===== src/rtl/systolic_skew_feeder_pkg.sv =====
// Shared definitions for the systolic skew feeder.
// Holds the FSM state encoding, default lane count / operand width /
// tile-length width, and the flush-length expression (2*N-2 cycles).
package systolic_skew_feeder_pkg;

  localparam int N_DEFAULT  = 4;
  localparam int W_DEFAULT  = 16;
  localparam int KW_DEFAULT = 8;

  typedef enum logic [1:0] {
    ST_IDLE  = 2'd0,
    ST_LOAD  = 2'd1,
    ST_FLUSH = 2'd2,
    ST_DONE  = 2'd3
  } state_t;

  // Cycles needed after the last accept so the deepest lane's last
  // operand clears the array: 2*N-2.
  function automatic int flush_cycles(input int n);
    return 2 * n - 2;
  endfunction

  localparam int FLUSH_CYCLES = flush_cycles(N_DEFAULT);

endpackage


===== src/rtl/systolic_skew_feeder_if.sv =====
// Operand/control bundle between a tile source and the skew feeder.
// Signals:
//   start, k_len          tile request and tile length (vectors)
//   in_valid, in_ready    operand vector handshake
//   in_a, in_b            N lanes of W-bit operands, lane i at [i*W +: W]
//   out_a, out_b          skewed operands toward the array edges
//   out_lane_valid        per-lane operand valid
//   busy, done            status and one-cycle completion pulse
// Modports: master = tile source, slave = feeder.
interface systolic_skew_feeder_if #(
  parameter int N  = systolic_skew_feeder_pkg::N_DEFAULT,
  parameter int W  = systolic_skew_feeder_pkg::W_DEFAULT,
  parameter int KW = systolic_skew_feeder_pkg::KW_DEFAULT
);
  logic           start;
  logic [KW-1:0]  k_len;
  logic           in_valid;
  logic           in_ready;
  logic [N*W-1:0] in_a;
  logic [N*W-1:0] in_b;
  logic [N*W-1:0] out_a;
  logic [N*W-1:0] out_b;
  logic [N-1:0]   out_lane_valid;
  logic           busy;
  logic           done;

  modport master (
    output start, k_len, in_valid, in_a, in_b,
    input  in_ready, out_a, out_b, out_lane_valid, busy, done
  );

  modport slave (
    input  start, k_len, in_valid, in_a, in_b,
    output in_ready, out_a, out_b, out_lane_valid, busy, done
  );
endinterface


===== src/rtl/systolic_skew_feeder_skew_line.sv =====
// One skew lane: a DEPTH-stage shift register carrying W-bit data and a
// valid bit side by side, so valid always lines up with its operand.
// Ports:
//   clk, reset   clock, async active-high reset (clears all stages)
//   din, vin     stage-0 input data / valid
//   dout, vout   last-stage data / valid
module skew_line #(
  parameter int DEPTH = 1,
  parameter int W     = 16
) (
  input  logic         clk,
  input  logic         reset,
  input  logic [W-1:0] din,
  input  logic         vin,
  output logic [W-1:0] dout,
  output logic         vout
);

  logic [W-1:0]     data_q [DEPTH];
  logic [DEPTH-1:0] valid_q;

  always_ff @(posedge clk or posedge reset) begin
    if (reset) begin
      for (int s = 0; s < DEPTH; s++) data_q[s] <= '0;
      valid_q <= '0;
    end else begin
      data_q[0]  <= din;
      valid_q[0] <= vin;
      for (int s = 1; s < DEPTH; s++) begin
        data_q[s]  <= data_q[s-1];
        valid_q[s] <= valid_q[s-1];
      end
    end
  end

  assign dout = data_q[DEPTH-1];
  assign vout = valid_q[DEPTH-1];

endmodule


===== src/rtl/systolic_skew_feeder.sv =====
// Systolic array operand feeder. Accepts k_len operand vectors per tile
// and skews them so lane i reaches the array i cycles after lane 0, then
// flushes zeros until the deepest lane has drained and pulses done.
// Ports:
//   clk, reset   clock, async active-high reset
//   bus          systolic_skew_feeder_if slave modport (handshake + data)
//
// state    | meaning
// ---------+------------------------------------------------------------
// ST_IDLE  | waiting for start; k_len captured with start
// ST_LOAD  | in_ready high, accepting vectors until count == k_len
// ST_FLUSH | feeding zeros for 2*N-2 cycles to drain the skew lanes
// ST_DONE  | one cycle; done pulses on the following cycle, back to idle
module systolic_skew_feeder
  import systolic_skew_feeder_pkg::*;
#(
  parameter int N  = N_DEFAULT,
  parameter int W  = W_DEFAULT,
  parameter int KW = KW_DEFAULT
) (
  input logic                 clk,
  input logic                 reset,
  systolic_skew_feeder_if.slave bus
);

  localparam int LOCAL_FLUSH = flush_cycles(N);
  localparam int FCW         = (LOCAL_FLUSH > 1) ? $clog2(LOCAL_FLUSH) : 1;
  localparam logic [FCW-1:0] FLUSH_LOAD =
    FCW'((LOCAL_FLUSH > 0) ? LOCAL_FLUSH - 1 : 0);

  state_t         state;
  logic [KW-1:0]  vec_cnt;
  logic [KW-1:0]  k_len_q;
  logic [FCW-1:0] flush_cnt;
  logic           in_ready_q;
  logic           busy_q;
  logic           done_q;
  logic           accept;

  // in_ready_q is high exactly while in ST_LOAD.
  assign accept = bus.in_valid & in_ready_q;

  always_ff @(posedge clk or posedge reset) begin
    if (reset) begin
      state      <= ST_IDLE;
      vec_cnt    <= '0;
      k_len_q    <= '0;
      flush_cnt  <= '0;
      in_ready_q <= 1'b0;
      busy_q     <= 1'b0;
      done_q     <= 1'b0;
    end else begin
      done_q <= 1'b0;
      case (state)
        ST_IDLE: begin
          if (bus.start) begin
            k_len_q <= bus.k_len;
            vec_cnt <= '0;
            busy_q  <= 1'b1;
            if (bus.k_len != '0) begin
              state      <= ST_LOAD;
              in_ready_q <= 1'b1;
            end else begin
              state <= ST_DONE;
            end
          end
        end
        ST_LOAD: begin
          if (accept) begin
            vec_cnt <= vec_cnt + KW'(1);
            if (vec_cnt + KW'(1) == k_len_q) begin
              in_ready_q <= 1'b0;
              if (LOCAL_FLUSH == 0) begin
                state <= ST_DONE;
              end else begin
                state     <= ST_FLUSH;
                flush_cnt <= FLUSH_LOAD;
              end
            end
          end
        end
        ST_FLUSH: begin
          if (flush_cnt == '0) state <= ST_DONE;
          else flush_cnt <= flush_cnt - FCW'(1);
        end
        ST_DONE: begin
          state  <= ST_IDLE;
          busy_q <= 1'b0;
          done_q <= 1'b1;
        end
        default: state <= ST_IDLE;
      endcase
    end
  end

  assign bus.in_ready = in_ready_q;
  assign bus.busy     = busy_q;
  assign bus.done     = done_q;

  // Stage-0 inputs are zero with valid low unless a vector is accepted,
  // which covers bubbles in LOAD and everything outside LOAD.
  logic [W-1:0] a_in  [N];
  logic [W-1:0] b_in  [N];
  logic [W-1:0] a_out [N];
  logic [W-1:0] b_out [N];
  logic [N-1:0] va_out;
  logic [N-1:0] vb_out;

  always_comb begin
    for (int i = 0; i < N; i++) begin
      a_in[i] = '0;
      b_in[i] = '0;
      if (accept) begin
        a_in[i] = bus.in_a[i*W +: W];
        b_in[i] = bus.in_b[i*W +: W];
      end
    end
  end

  for (genvar g = 0; g < N; g++) begin : g_lane
    skew_line #(.DEPTH(g + 1), .W(W)) u_a (
      .clk   (clk),
      .reset (reset),
      .din   (a_in[g]),
      .vin   (accept),
      .dout  (a_out[g]),
      .vout  (va_out[g])
    );
    skew_line #(.DEPTH(g + 1), .W(W)) u_b (
      .clk   (clk),
      .reset (reset),
      .din   (b_in[g]),
      .vin   (accept),
      .dout  (b_out[g]),
      .vout  (vb_out[g])
    );
  end

  logic [N*W-1:0] out_a_w;
  logic [N*W-1:0] out_b_w;

  always_comb begin
    out_a_w = '0;
    out_b_w = '0;
    for (int i = 0; i < N; i++) begin
      out_a_w[i*W +: W] = a_out[i];
      out_b_w[i*W +: W] = b_out[i];
    end
  end

  assign bus.out_a          = out_a_w;
  assign bus.out_b          = out_b_w;
  // Both lines of a lane carry identical valid; either would do.
  assign bus.out_lane_valid = va_out & vb_out;

endmodule


===== src/flat_wrapper.sv =====
// flat-port wrapper written by rule: the top's interface ports become plain ports
module systolic_skew_feeder_flat import systolic_skew_feeder_pkg::*;
#(
  parameter int N  = N_DEFAULT,
  parameter int W  = W_DEFAULT,
  parameter int KW = KW_DEFAULT
)
  (clk, reset, bus_start, bus_k_len, bus_in_valid, bus_in_a, bus_in_b, bus_in_ready, bus_out_a, bus_out_b, bus_out_lane_valid, bus_busy, bus_done);
  systolic_skew_feeder_if #(.N(N), .W(W), .KW(KW)) bus_i ();
  input logic clk;
  input logic reset;
  input wire logic [$bits(bus_i.start)-1:0] bus_start;
  input wire logic [$bits(bus_i.k_len)-1:0] bus_k_len;
  input wire logic [$bits(bus_i.in_valid)-1:0] bus_in_valid;
  input wire logic [$bits(bus_i.in_a)-1:0] bus_in_a;
  input wire logic [$bits(bus_i.in_b)-1:0] bus_in_b;
  output wire logic [$bits(bus_i.in_ready)-1:0] bus_in_ready;
  output wire logic [$bits(bus_i.out_a)-1:0] bus_out_a;
  output wire logic [$bits(bus_i.out_b)-1:0] bus_out_b;
  output wire logic [$bits(bus_i.out_lane_valid)-1:0] bus_out_lane_valid;
  output wire logic [$bits(bus_i.busy)-1:0] bus_busy;
  output wire logic [$bits(bus_i.done)-1:0] bus_done;
  assign bus_i.start = bus_start;
  assign bus_i.k_len = bus_k_len;
  assign bus_i.in_valid = bus_in_valid;
  assign bus_i.in_a = bus_in_a;
  assign bus_i.in_b = bus_in_b;
  assign bus_in_ready = bus_i.in_ready;
  assign bus_out_a = bus_i.out_a;
  assign bus_out_b = bus_i.out_b;
  assign bus_out_lane_valid = bus_i.out_lane_valid;
  assign bus_busy = bus_i.busy;
  assign bus_done = bus_i.done;
  systolic_skew_feeder #(.N(N), .W(W), .KW(KW)) u_core (.clk(clk), .reset(reset), .bus(bus_i));
endmodule

===== config.mk =====
export PLATFORM = sky130hd
export DESIGN_NAME = systolic_skew_feeder_flat
export DESIGN_NICKNAME = d
export VERILOG_FILES = /design/src/rtl/systolic_skew_feeder_pkg.sv /design/src/rtl/systolic_skew_feeder_if.sv /design/src/rtl/systolic_skew_feeder_skew_line.sv /design/src/rtl/systolic_skew_feeder.sv /design/src/flat_wrapper.sv
export SDC_FILE = /design/constraint.sdc
export NUM_CORES = 1
export LEC_CHECK = 0
export CORE_ASPECT_RATIO = 1.5
export CORE_UTILIZATION = 40
export CTS_BUF_LIST = sky130_fd_sc_hd__clkbuf_8
export CTS_CLUSTER_SIZE = 10
export DETAILED_ROUTE_END_ITERATION = 10
export PLACE_DENSITY = 0.69
export SYNTH_ARGS = -nofsm -noshare
export SYNTH_HDL_FRONTEND = slang
export SYNTH_SLANG_ARGS = --single-unit
export TNS_END_PERCENT = 20

===== constraint.sdc =====
create_clock -name clk -period 14.47 [get_ports clk]
set_clock_uncertainty 0.1 [all_clocks]
set_input_delay 2.1705 -clock clk [delete_from_list [all_inputs] [get_ports clk]]
set_output_delay 2.1705 -clock clk [all_outputs]
set_load 0.01 [all_outputs]

==> results.txt, run 1 <==
Crit-path cells - clkdlybuf4s50_1 -> inv_8 -> buf_4 -> buf_4
Final Net Count - 1,081
Antenna diode instance count - 0
Hold depth - 0
DIE HEIGHT - 208 um
TritonCTS clock tree - yes
Synth-to-layout area growth - 29.7%
GRT overflow - 0
Crit path depth - 4
Total CTS buffers - 49
Clock Latency Late Sink - 0.56 ns
CTS H-tree depth - 2
Hold Crit Start - u_core.g_lane[2].u_a.data_q[45]$_DFF_PP0_
Syn_area_per_cell - 15.3 um2
R2R Path Start - u_core.state[1]$_DFFE_PP0P_
Most frequent cells in the layout - dfrtp_1, clkdlybuf4s50_1, and3_1
WL/cell - 16.5 um
Worst slew pin tran - 1.11 ns
HP Class - flip-flop to flip-flop
Vias/cell - 4.52
Worst path arrival time - 5.01 ns
Reg2reg path depth - 8
Fill cell count - 2,295
PD cells - 123 nW/um2
Initial DRC Count - 256
Area share of the largest cell type after synthesis - 77.1%
Core outline area - 27,900 um2
Worst Setup Path Type - primary input to asynchronous set/reset pin
M1 WL - 8250 um
Seq/Total Area, Yosys - 77.1%
Number of flops mapped to enable cells by yosys - 0
Max Clock Freq - 219 MHz
Crit-path max FO - 97
Vias in the first global route - 6,276
Post-synthesis register bit count - 348
GRT Overall Usage - 15.7%
Failing checks - design-rule violations
Final min period - 4.58 ns
Layout cells sized above 1 - 9.39%
Top sig layer - met5
Clk buf depth - 3
Initial core utilization - 40.5%
Met3 Wirelength - 1470 um
Delay-heaviest family, CP - buffers and inverters
Worst VDD drop - 0.0659 mV
Worst EP required - 14.91 ns
RSZ-0062 raised after global routing - false
DRC - 13
GPL Wtd Cong - 0.782
Via count - 5,939
Synthesized instance count - 738
Max Cap Violations - 0
Post_cts resized - 0
DR WL met2 - 11,300 um
Die area - 28,900 um2
TritonRoute pass-1 iters - 8
Pins Over Slew Limit - 0
CP startpoint - reset
Most Frequent Cell on Critical Path - buf_4
Worst stage delay on the critical path - 0.89 ns
Setup TNS - 0 ns
Most common cell after layout, fill and taps aside - dfrtp_1
CP Launch Type - primary input
Leak Pwr - 7.61 nW
Routed WL - 21,700 um
DP HPWL - 14,100 um
Worst-path clk slew - 0.06 ns
Die W - 139 um
Global-route wire length before repair - 34,600 um
Largest net degree at the start of global routing - 130
Slowest cell on crit path - buf_4
Antenna violations before repair - 1
Period utilisation layout - 31.6%
Synth area leader - dfrtp_1
Number of library cell types mapped by synthesis - 43
Port bufs - 274
Synth warnings - 0
Slew headroom - 25.5%
Ys flop type - dfrtp_1
Status - finished, violations left
Setup violators final - 0
Final Hold Vio Count - 0
Post-CTS setup buffers - 0
# clock sinks - 348
Post-synth net total - 886
CTS Hold Bufs - 0
Ys async rst share - 100%
Synth top area cells - dfrtp_1, and3_1, buf_4
Pwr Total - 1.81 mW
Post-DRT Antenna Nets - 0
Post-Syn Area - 11,300 um2
Endpoint class of the critical path - asynchronous set/reset pin
WP buf/inv - 4
Site row count - 75
# IOs - 275
Root Driver - clkbuf_8
==> layer usage <==
layer  vias to the layer above  global-route usage, %
li1                       2741                      -
met1                      2943                   18.6
met2                       208                   26.6
met3                        45                   4.38
met4                         2                   7.16
met5                         -                      0
==> metrics by stage <==
step                setup WS, ns  utilization (%)  cells  area [um2]  hold WS (ns)
global placement            9.22             48.9   1228       13600         0.231
detailed placement          9.13             48.9   1228       13600         0.235
floorplan                   2.55                -    738       11300         0.231
global route                9.42             52.6   1315       14700         0.247
CTS                         9.75             52.6   1315       14700         0.244
finish                      9.89             52.6   1315       14700         0.243
==> worst paths after layout <==
check                                                       endpoint  slack [ns]
setup / recovery             u_core.g_lane[3].u_a.dout[10]$_DFF_PP0_        9.89
hold / removal             u_core.g_lane[2].u_a.data_q[29]$_DFF_PP0_        0.24
setup reg to reg                     u_core.bus.in_ready$_DFFE_PP0P_       11.55
hold reg to reg            u_core.g_lane[2].u_a.data_q[29]$_DFF_PP0_        0.24
max in group clk                     u_core.bus.in_ready$_DFFE_PP0P_       10.41
min in group asynchronous    u_core.g_lane[0].u_a.dout[14]$_DFF_PP0_        2.02
==> state kept, by name, summed over array words and instances, names as in the netlist, 2 cells and up <==
name,flops
u_core.g_lane.u_a.valid_q,4
u_core.vec_cnt,8
u_core.flush_cnt,3
u_core.g_lane.u_a.data_q,96
u_core.state,2
u_core.g_lane.u_b.data_q,96
u_core.g_lane.u_a.dout,64
u_core.k_len_q,8
u_core.g_lane.u_b.dout,64
==> synth_stat cells, types with 3 or more instances <==
cell type and count:
dfrtp_1 348, and3_1 130, buf_4 101, clkbuf_1 31
nand2_1 15, o21ai_0 12, inv_1 9, mux2_2 9
ha_1 8, a21oi_1 7, nand3_1 6, mux2i_1 5
nor2_1 5, xnor2_1 5, nor2b_1 4, nor3_1 4
o22ai_1 4, xor2_1 3
==> kinds of logic after synthesis <==
group	Yosys count	synth area share [%]
compound gates	38	2.26
xor+xnor	9	0.831
fa+ha+maj	8	0.886
buf+inv	144	8.16
flops	348	77.1
mux	14	1.34
simple gates	177	9.45
==> worst reg2reg max path, stage by stage (launching register included) <==
cell      delay [ns]
dfrtp_1         0.41
inv_1           0.13
ha_1            0.39
clkinv_1        0.36
o21ai_0         0.24
o21ai_1         0.39
a21o_1          0.30
o41ai_1         0.34
o21ai_0         0.14
==> power by group <==
part | internal (mW) | switching, mW | leakage, nW
sequential | 0.973 | 0 | 4.84
combinational | 0.0332 | 0.0277 | 2.19
clock | 0.428 | 0.343 | 0.579
total | 1.43 | 0.371 | 7.61
==> area by class of cell <==
type / count / area (um2) / share of cell area (%)
Multi-Input combinational cell: 246 / 1670 / 11.4
Inverter: 10 / 45.0 / 0.307
Clock buffer: 60 / 826 / 5.64
Sequential cell: 348 / 8710 / 59.5
Clock inverter: 27 / 198 / 1.35
Tap cell: 346 / 433 / 2.95
Timing Repair Buffer: 278 / 2770 / 18.9
No activity file was read; power rests on OpenSTA's default activity.
==> run 2: changes to the inputs <==
--- a/config.mk
+++ b/config.mk
@@ -10,7 +10,7 @@
 export CTS_BUF_LIST = sky130_fd_sc_hd__clkbuf_8
 export CTS_CLUSTER_SIZE = 10
 export DETAILED_ROUTE_END_ITERATION = 10
-export PLACE_DENSITY = 0.69
+export PLACE_DENSITY = 0.71
 export SYNTH_ARGS = -nofsm -noshare
 export SYNTH_HDL_FRONTEND = slang
 export SYNTH_SLANG_ARGS = --single-unit
==> constraint.sdc (replaced) <==
create_clock -name clk -period 3.72 [get_ports clk]
set_clock_uncertainty 0.1 [all_clocks]
set_input_delay 0.558 -clock clk [delete_from_list [all_inputs] [get_ports clk]]
set_output_delay 0.558 -clock clk [all_outputs]
set_load 0.01 [all_outputs]
==> results.txt, run 2 (synthesis results as in run 1) <==
Status - finished, violations left
Failing checks - design-rule violations
Synth-to-layout area growth - 31.6%
TritonRoute pass-1 iters - 10
# clock sinks - 348
DP Area - 13,700 um2
Worst Setup Path Type - flip-flop to flip-flop
Hold Slack - 0.209 ns
Layout Utilization - 53.3%
Clk network pwr share - 45.0%
GPL Wtd Cong - 0.752
Total CTS buffers - 50
Post-DRT Antenna Nets - 0
Sw Pwr - 1.51 mW
Endpoint class of the critical path - flip-flop
Worst-path clk slew - 0.07 ns
DRC - 28
Routed WL - 22,700 um
Pins Over Slew Limit - 0
Die W - 139 um
Design Area, Final - 14,900 um2
Site row count - 75
Worst slew pin tran - 1.17 ns
Flop pwr share - 51.6%
Leak Pwr - 7.69 nW
Post-CTS setup buffers - 0
Post-placement setup slack - 0.843 ns
Slew headroom - 21.8%
Fill cell count - 2,285
Max Cap Violations - 0
GRT Overall Usage - 16.3%
Final min period - 2.81 ns
Die area - 28,900 um2
Crit-path max FO - 17
Antenna violations before repair - 4
Via count - 6,024
Most frequent cells in the layout - dfrtp_1, clkdlybuf4s50_1, and3_1
Post_cts resized - 0
Worst VDD drop - 0.299 mV
TritonCTS clock tree - yes
Internal cell power - 5.82 mW
Worst EP required - 4.06 ns
CTS H-tree depth - 2
Setup violators final - 0
Top Registers - u_core.g_lane.u_a.data_q: 96 flops, u_core.g_lane.u_b.data_q: 96 flops
Final Instance Count excl. Fillers - 1,326
CP Launch Type - flip-flop
Port bufs - 274
CTS Hold Bufs - 0
Initial DRC Count - 265
Final Hold Vio Count - 0
Clk buf depth - 3
Initial core utilization - 40.5%
Max Clock Freq - 356 MHz
Worst Setup Slack, final - 0.914 ns
Vias/cell - 4.54
Layout cells sized above 1 - 10.8%
# IOs - 275
Worst path arrival time - 3.15 ns
Largest net degree at the start of global routing - 130
Combinational Power Share - 3.4%
Global-route wire length before repair - 36,000 um
RSZ-0062 raised after global routing - false
Clock Latency Late Sink - 0.57 ns
Switching fraction of total power - 20.7%
Core outline area - 27,900 um2
Most common cell after layout, fill and taps aside - dfrtp_1
Vias in the first global route - 6,473
Pwr Total - 7.33 mW
PD cells - 493 nW/um2
Setup TNS - 0 ns
HP Class - primary input to flip-flop
Root Driver - clkbuf_8
Period utilisation layout - 75.4%
DIE HEIGHT - 208 um
Cells after DPL - 1,232
WL/cell - 17.1 um
GRT overflow - 0
DP HPWL - 14,900 um
Final Net Count - 1,086
==> run 2: cell type report <==
type | instances | area, um2 | share of cell area [%]
Antenna cell | 2 | 5.00 | 0.0337
Clock buffer | 70 | 963 | 6.48
Clock inverter | 22 | 190 | 1.28
Inverter | 10 | 41.3 | 0.278
Multi-Input combinational cell | 246 | 1670 | 11.2
Sequential cell | 348 | 8710 | 58.6
Tap cell | 346 | 433 | 2.91
Timing Repair Buffer | 282 | 2850 | 19.2
==> run 2: final timing paths <==
| path | startpoint | endpoint | slack (ns) | depth (start not counted) |
|---|---|---|---|---|
| min reg2reg | u_core.g_lane[3].u_a.data_q[31]$_DFF_PP0_ | u_core.g_lane[3].u_a.dout[15]$_DFF_PP0_ | 0.23 | 0 |
| max reg2reg | u_core.state[1]$_DFFE_PP0P_ | u_core.bus.in_ready$_DFFE_PP0P_ | 0.91 | 8 |
| max | u_core.state[1]$_DFFE_PP0P_ | u_core.bus.in_ready$_DFFE_PP0P_ | 0.91 | 8 |
| max in group asynchronous | reset | u_core.g_lane[1].u_b.dout[9]$_DFF_PP0_ | 2.29 | 3 |
| min | bus_in_valid | u_core.g_lane[1].u_a.valid_q[0]$_DFF_PP0_ | 0.21 | 2 |
| min in group asynchronous | reset | u_core.g_lane[3].u_a.dout[13]$_DFF_PP0_ | 0.36 | 2 |
==> run 2: power groups by stage <==
stage          combinational, mW  sequential (mW)  clock [mW]
2_1_floorplan             0.0700             3.86           0
3_3_place_gp               0.251             3.85           0
3_5_place_dp               0.255             3.85           0
4_1_cts                    0.256             3.78        3.40
5_1_grt                    0.276             3.78        3.58
6_report                   0.247             3.79        3.30
==> run 2: layer usage <==
metal / global-route usage (%) / up-vias / share of wire (%)
li1: - / 2750 / -
met1: 18.5 / 3007 / 37
met2: 27.9 / 200 / 53
met3: 4.66 / 63 / 6.3
met4: 8.28 / 4 / 3.6
met5: 0 / - / 0.12
==> run 2: critical path, stage by stage (launching register included) <==
cell and delay, ns:
dfrtp_1 0.40, inv_1 0.13, ha_1 0.36, clkinv_1 0.32, o21ai_0 0.22, o21ai_1 0.37, a21o_1 0.30, o41ai_1 0.34
o21ai_0 0.13
